===== src/rtl/branch_predictor.sv =====
// Gshare/bimodal conditional-branch predictor with a 2-bit counter PHT, speculative and committed history.
// Define BPRED_GSHARE_EN to XOR the speculative history into the PHT index; the default build is bimodal.
module branch_predictor #(
  parameter int PATTERN_WIDTH  = 9,
  parameter int INST_MEM_WIDTH = 15
) (
  input  logic                      clk,
  input  logic                      reset,
  input  logic                      req_valid,
  output logic                      req_ready,
  input  logic [INST_MEM_WIDTH-1:0] pc,
  input  logic [INST_MEM_WIDTH-1:0] target,
  output logic                      prediction,
  output logic [PATTERN_WIDTH-1:0]  pattern_out,
  output logic [INST_MEM_WIDTH-1:0] addr_on_failure_out,
  output logic [INST_MEM_WIDTH-1:0] next_pc,
  input  logic                      commit_valid,
  input  logic                      commit_failure,
  input  logic [PATTERN_WIDTH-1:0]  commit_pattern,
  input  logic [INST_MEM_WIDTH-1:0] commit_addr_on_failure,
  output logic                      redirect,
  output logic [INST_MEM_WIDTH-1:0] redirect_addr,
  output logic                      init_busy
);

  localparam int IDX_W     = PATTERN_WIDTH - 1;
  localparam int PHT_DEPTH = 1 << IDX_W;

  typedef enum logic {
    INIT,
    RUN
  } state_t;

  state_t           state_q, state_d;
  logic [IDX_W-1:0] init_idx;
  logic [IDX_W-1:0] ghr_spec;
  logic [IDX_W-1:0] ghr_arch;
  logic [IDX_W-1:0] ghr_arch_next;

  logic [1:0]       pht [PHT_DEPTH];
  logic             pht_we;
  logic [IDX_W-1:0] pht_waddr;
  logic [1:0]       pht_wdata;

  logic [IDX_W-1:0] lookup_idx;
  logic [1:0]       lookup_cnt;
  logic [INST_MEM_WIDTH-1:0] pc_plus1;

  logic             run;
  logic             accept;
  logic             commit_fire;
  logic             actual;
  logic [IDX_W-1:0] commit_idx;
  logic [1:0]       commit_cnt;
  logic [1:0]       commit_cnt_new;

  // ---------------------------------------------------------------- FSM
  // NOTE: every signal assigned in always_comb gets a default first, so no latch is inferred.
  always_comb begin
    state_d = state_q;
    if (state_q == INIT && init_idx == IDX_W'(PHT_DEPTH - 1)) begin
      state_d = RUN;
    end
  end

  assign run       = (state_q == RUN);
  assign init_busy = (state_q == INIT);

  // ---------------------------------------------------------------- lookup
`ifdef BPRED_GSHARE_EN
  assign lookup_idx = ghr_spec ^ pc[IDX_W-1:0];
`else
  assign lookup_idx = pc[IDX_W-1:0];
`endif

  assign lookup_cnt  = pht[lookup_idx];
  assign prediction  = lookup_cnt[1];
  assign pattern_out = {lookup_idx, prediction};
  assign pc_plus1    = pc + INST_MEM_WIDTH'(1);

  always_comb begin
    next_pc             = pc_plus1;
    addr_on_failure_out = target;
    if (prediction) begin
      next_pc             = target;
      addr_on_failure_out = pc_plus1;
    end
  end

  // ---------------------------------------------------------------- commit
  assign commit_fire    = commit_valid && run;
  assign actual         = commit_pattern[0] ^ commit_failure;
  assign commit_idx     = commit_pattern[PATTERN_WIDTH-1:1];
  assign commit_cnt     = pht[commit_idx];
  assign ghr_arch_next  = {ghr_arch[IDX_W-2:0], actual};

  always_comb begin
    commit_cnt_new = commit_cnt;
    if (actual && commit_cnt != 2'b11) begin
      commit_cnt_new = commit_cnt + 2'b01;
    end else if (!actual && commit_cnt != 2'b00) begin
      commit_cnt_new = commit_cnt - 2'b01;
    end
  end

  assign redirect      = commit_fire && commit_failure;
  assign redirect_addr = commit_addr_on_failure;
  assign req_ready     = run && !redirect;
  assign accept        = req_valid && req_ready;

  // Single PHT write port: initialisation fill in INIT, counter training in RUN.
  always_comb begin
    pht_we    = 1'b0;
    pht_waddr = commit_idx;
    pht_wdata = commit_cnt_new;
    if (state_q == INIT) begin
      pht_we    = 1'b1;
      pht_waddr = init_idx;
      pht_wdata = 2'b01;
    end else if (commit_fire) begin
      pht_we = 1'b1;
    end
  end

  // NOTE: the PHT array has no reset; the INIT sweep gives it defined contents instead.
  always_ff @(posedge clk) begin
    if (pht_we) begin
      pht[pht_waddr] <= pht_wdata;
    end
  end

  // ---------------------------------------------------------------- state
  // NOTE: sequential state uses non-blocking assignments so all registers update from pre-edge values.
  always_ff @(posedge clk) begin
    if (reset) begin
      state_q  <= INIT;
      init_idx <= '0;
      ghr_spec <= '0;
      ghr_arch <= '0;
    end else begin
      state_q <= state_d;
      if (state_q == INIT) begin
        init_idx <= init_idx + IDX_W'(1);
      end
      if (commit_fire) begin
        ghr_arch <= ghr_arch_next;
      end
      // A misprediction squashes all younger speculation, so history restarts from the committed view.
      if (redirect) begin
        ghr_spec <= ghr_arch_next;
      end else if (accept) begin
        ghr_spec <= {ghr_spec[IDX_W-2:0], prediction};
      end
    end
  end

endmodule


===== config.mk =====
export PLATFORM = sky130hd
export DESIGN_NAME = branch_predictor
export DESIGN_NICKNAME = d
export VERILOG_FILES = /design/src/rtl/branch_predictor.sv
export SDC_FILE = /design/constraint.sdc
export NUM_CORES = 1
export LEC_CHECK = 0
export BUFFER_PORTS_ARGS = -buffer_cell sky130_fd_sc_hd__buf_4
export CORE_MARGIN = 10
export CORE_UTILIZATION = 53
export CTS_CLUSTER_SIZE = 10
export DETAILED_ROUTE_END_ITERATION = 12
export PLACE_DENSITY_LB_ADDON = 0.05
export SYNTH_ARGS = -nofsm -noshare
export SYNTH_HDL_FRONTEND = slang
export SYNTH_SLANG_ARGS = --single-unit

===== constraint.sdc =====
create_clock -name clk -period 30.7 [get_ports clk]
set_clock_uncertainty 0.1 [all_clocks]
set_input_delay 4.605 -clock clk [delete_from_list [all_inputs] [get_ports clk]]
set_output_delay 4.605 -clock clk [all_outputs]
set_load 0.005 [all_outputs]

Word-level counts from Yosys, hierarchy flattened:

Memories as Yosys holds them, arrays and structs flattened.
Index checks and enable logic that the tools add are counted.

* mux-type cells: 10
* multiply operators: 0
* shifts and indexed selects: 0
* div/mod/pow operators: 0
* $add $sub $neg: 4
* reductions and logical operators: 9
* magnitude comparators: 0
* bitwise gates (word level): 2
* equal/unequal tests: 2

Operators with widths (number)
* 15-bit two-way mux: 2
* 15-bit by 1-bit adder with 15-bit output (second input constant): 1
* 8-bit by 1-bit adder with 8-bit output (second input constant): 1
* 8-bit equality test (second input constant): 1
* 8-bit two-way mux: 1
* 1-bit logical AND: 6
* 2-bit two-way mux: 3
* 1-bit two-way mux: 4
* 2-bit by 1-bit adder with 2-bit output (second input constant): 1
* 1-bit zero test: 2
* 2-bit != test (second input constant): 1
* 2-bit nonzero test: 1
* 2-bit by 1-bit subtractor with 2-bit output (second input constant): 1
* 1-bit inverter: 1
* 1-bit XOR: 1

* bits in registers: 9
* input bits: 59
* RAM bits: 512
* memories: 1
* logic and storage cells: 30
* latch bits: 0
* bits in read-only memories: 0

Memory list
* pht: depth 256, width 2, rd ports 2, clocked after Yosys merged registers in 0, write ports 1, line 40 `logic [1:0] pht [PHT_DEPTH];`

Longest topological paths before layout:

* word-level depth: 6
* mapped depth: 16

Worst setup path after synthesis:

No wires, ideal clock.

* path type: input to register
* from: input commit_pattern[1]
* to: memory pht[0][1] (data pin)
* arrival time: 14568 ps
* slack: 14402 ps
* stages on the path: 14
* buffers on the path: 3
* data required time: 28970 ps
* cells stage by stage: buf_2 -> buf_2 -> buf_2 -> mux4_2 -> a22oi_1 -> a21oi_1 -> o41ai_1 -> o311a_1 -> or2_2 -> ha_1 -> nand2b_1 -> nand3_1 -> o21a_1 -> o221ai_1

* word-level cells in the longest chain between the ends: 6

Ends and longest elaborated chain
* from (decl): line 19 `input logic [PATTERN_WIDTH-1:0] commit_pattern,`
* memory read 256 x 2 bit (*)
* parallel branches: the longest is 3 deep, another holds 2-bit by 1-bit subtractor with 2-bit output
* 2-bit two-way mux (*): line 99 `if (actual && commit_cnt != 2'b11) begin`
* 2-bit two-way mux (*): line 116 `if (state_q == INIT) begin`
* named net pht_wdata[1]: line 43 `logic [1:0] pht_wdata;`
* to (decl): line 40

Mark *: on every way through the listed nets, which the timed path passes.

Worst setup path after layout:

* from: input pc[0]
* to: output next_pc[12]

* word-level cells in the longest chain between the ends: 2

Ends and longest elaborated chain
* from (decl): line 11 `input logic [INST_MEM_WIDTH-1:0] pc,`
* memory read 256 x 2 bit or 15-bit by 1-bit adder with 15-bit output (tied branches)
* 15-bit two-way mux (*): line 84 `if (prediction) begin`
* to (decl): line 16 `output logic [INST_MEM_WIDTH-1:0] next_pc,`

Every way passes the cells marked *; elsewhere a longest branch is shown, timed or not.

==> impl_metrics.csv <==
group,metric,value,unit
power,p_leak,8.76,nW
timing,setup_viol,0,
grt,first_global_vias,15400,
route,post_drt_via_cell_ratio,6.78,
route,drc,0,
critical_path,critPathMaxFanout,32,
route,first_pass_iters,5,
route,avgRoutedWirePerCell,31.7,microns
floorplan,dieHeight,235,microns
critical_path,crit_chain,"buf_4 > buf_4 > buf_4 > mux4_2 > mux4_2 > o311ai_1 > a31oi_1 > or3_2 > mux2_4 > buf_4",
synth,syn_nets,1625,
floorplan,fp.dieW,235,microns
floorplan,num_io_pins,117,
critical_path,path_delay_family,"buffers and inverters",
timing,finalSetupTns,0,ns
synth,syn_inst,1562,
placement,numPortBuffers,85,
route,drt-total-wl,70500,microns
synth,yosys_register_bits,521,
cts,postCtsSetupRepairBufs,0,
timing,max_slew_margin,13.0,%
finish,final_util,59.4,%
synth,netlist_area,24500,sq um
placement,dpl_worst_slack,16.53,ns
timing,worst_pin_slew,1.30,ns
timing,whs,0.490,ns
floorplan,design.die.area,55300,sq um
timing,fin_crit_sh,45.8,%
synth,syn_area_per_cell,15.7,sq um
cts,clock-sinks,521,
critical_path,end_kind,"primary output",
power,vdd_ir_drop_max,47.9,uV
grt,antenna_found_initial,1,
finish,nNetsFinal,1663,
synth,seq_area_frac_synth,63.4,%
route,drtIter0Drc,1728,
cts,path_clk_slew,0.06,ns
finish,multi_input_area,8220,sq um
floorplan,core,45600,sq um
cts,root_buffer,"clkbuf_16",
critical_path,critical_path.max_stage_delay,0.92,ns
floorplan,start_util,53.8,%
cts,cts_buffers,59,
timing,fin_ws,16.63,ns
cts,cts_max_path_buffers,3,
synth,synthTopCellsByCount,"edfxtp_1, nor2_1, mux4_2",
synth,yosysTopAreaCell,"edfxtp_1",
critical_path,path_class,"input pin to primary output",
route,ant_nets,0,
job,max_cap_viol_count,0,
cts,cts_resized,0,
synth,synth_top_area_share,62.7,%
cts,ctsHoldBuffers,0,
synth,synth_cell_types,61,
grt,grt_max_degree,109,
grt,grt_pass1_wl,103000,microns
critical_path,cpMostUsedCell,"buf_4",
cts,clk_latency,0.63,ns
synth,synth_area_leaders,"edfxtp_1, mux4_2, nor2_1, mux2i_1, a22oi_1",
cts,htree_levels,2,
synth,yosys_warnings,0,
synth,synth_flop_cell,"edfxtp_1",
placement,gp_congestion,0.888,
synth,synth_most_common_cell,"edfxtp_1",
outcome,run_status,"finished clean",
timing,rsz0062_at_grt,"no",
critical_path,worst_setup_path_start_kind,"input pin",
critical_path,arrival,9.36,ns
critical_path,cp_slowest_cell,"or3_2",
timing,hold_viol,0,
synth,async_reset_ff_share,0,%
placement,dp_hpwl,45000,microns
critical_path,path_buf_inv,4,
cts,cts_tree,"yes",
finish,num-fill-cells,3477,
timing,drv_slew,0,
finish,ff_latch_area,15600,sq um
grt,grt_usage,25.1,%
timing,fmax,0.0711,GHz
finish,drive_gt1_share,24.9,%
timing,post-route-min-period,14.07,ns
min_path,hold_class,"flop to flop",
route,vias,15100,
critical_path,worstPathRequired,26.00,ns
synth,synth_edf_count,512,
finish,syn_to_final_growth,10.4,%
power,finalPower,1.51,mW
power,power.density,55.7,nW/um^2
floorplan,num_rows,78,
grt,gr-total-overflow,0,
## metal layers
layer  track usage (%)  vias to the layer above  routed length [microns]
li1                  -                     6216                        -
met1              34.9                     7914                    28200
met2              38.8                      797                    32900
met3              4.95                      156                     6860
met4              9.61                        0                     2500
met5                 0                        -                        0
## final timing paths
| path | start | to | slack (ns) | cells past startpoint |
|---|---|---|---|---|
| worst max register to register | pht[221][1]$_DFFE_PP_ | pht[48][1]$_DFFE_PP_ | 25.56 | 13 |
| worst min-delay path | init_idx[7]$_SDFFE_PP0N_ | run$_SDFFE_PP0P_ | 0.49 | 2 |
| worst min register to register | init_idx[7]$_SDFFE_PP0N_ | run$_SDFFE_PP0P_ | 0.49 | 2 |
| worst max-delay path | pc[0] | next_pc[12] | 16.63 | 10 |
## power breakdown
part | switching (mW) | internal, mW
combinational | 0.0695 | 0.0536
sequential | 0.000882 | 0.770
clock | 0.266 | 0.347
## flip-flops by register name (all words and copies together), names as in the netlist
register  flops
init_idx      8
run           1
pht         512
## kinds of logic after synthesis
family,synth area share [%]
flops,63.4
fa+ha+maj,0.204
buf+inv,3.17
mux,20.3
compound gates,4.36
simple gates,7.80
xor+xnor,0.750
## placed cells by master, fill, tap and decap left out, types with 12 or more instances in the layout
cell type and n:
a21oi_1 20, a22oi_1 58, buf_4 117, clkbuf_1 18, clkbuf_16 59, edfxtp_1 512, mux2_4 27, mux2i_1 47
mux4_2 179, nand2_1 83, nand3_1 24, nor2_1 287, nor2b_1 12
## per-stage QoR
| step | area, sq um | std cells |
|---|---|---|
| 2_1_floorplan | 24500 | 1562 |
| 3_3_place_gp | 25500 | 2139 |
| 3_5_place_dp | 25500 | 2139 |
| 4_1_cts | 27100 | 2224 |
| 5_1_grt | 27100 | 2225 |
| 6_report | 27100 | 2225 |
## cell type report
| type | count | share of cell area [%] |
|---|---|---|
| inverters | 12 | 0.166 |
| clock inverters | 8 | 0.277 |
| flip-flops and latches | 521 | 57.4 |
| clock buffers | 77 | 5.70 |
| repair buffers | 118 | 3.29 |
| well taps | 600 | 2.77 |
| diodes | 1 | 0.00924 |
| multi-input cells | 888 | 30.3 |
## worst reg2reg max path, delay by kind of cell, from the launching register on
kind / cells / cell delay, ns
buffers and inverters: 2 / 1.31
and+or+nand+nor: 4 / 0.53
adders and majority gates: 1 / 0.31
AOI/OAI and AO/OA: 4 / 1.29
DFF: 1 / 0.41
muxes: 2 / 0.74
Power figures use the tool's default switching activity.
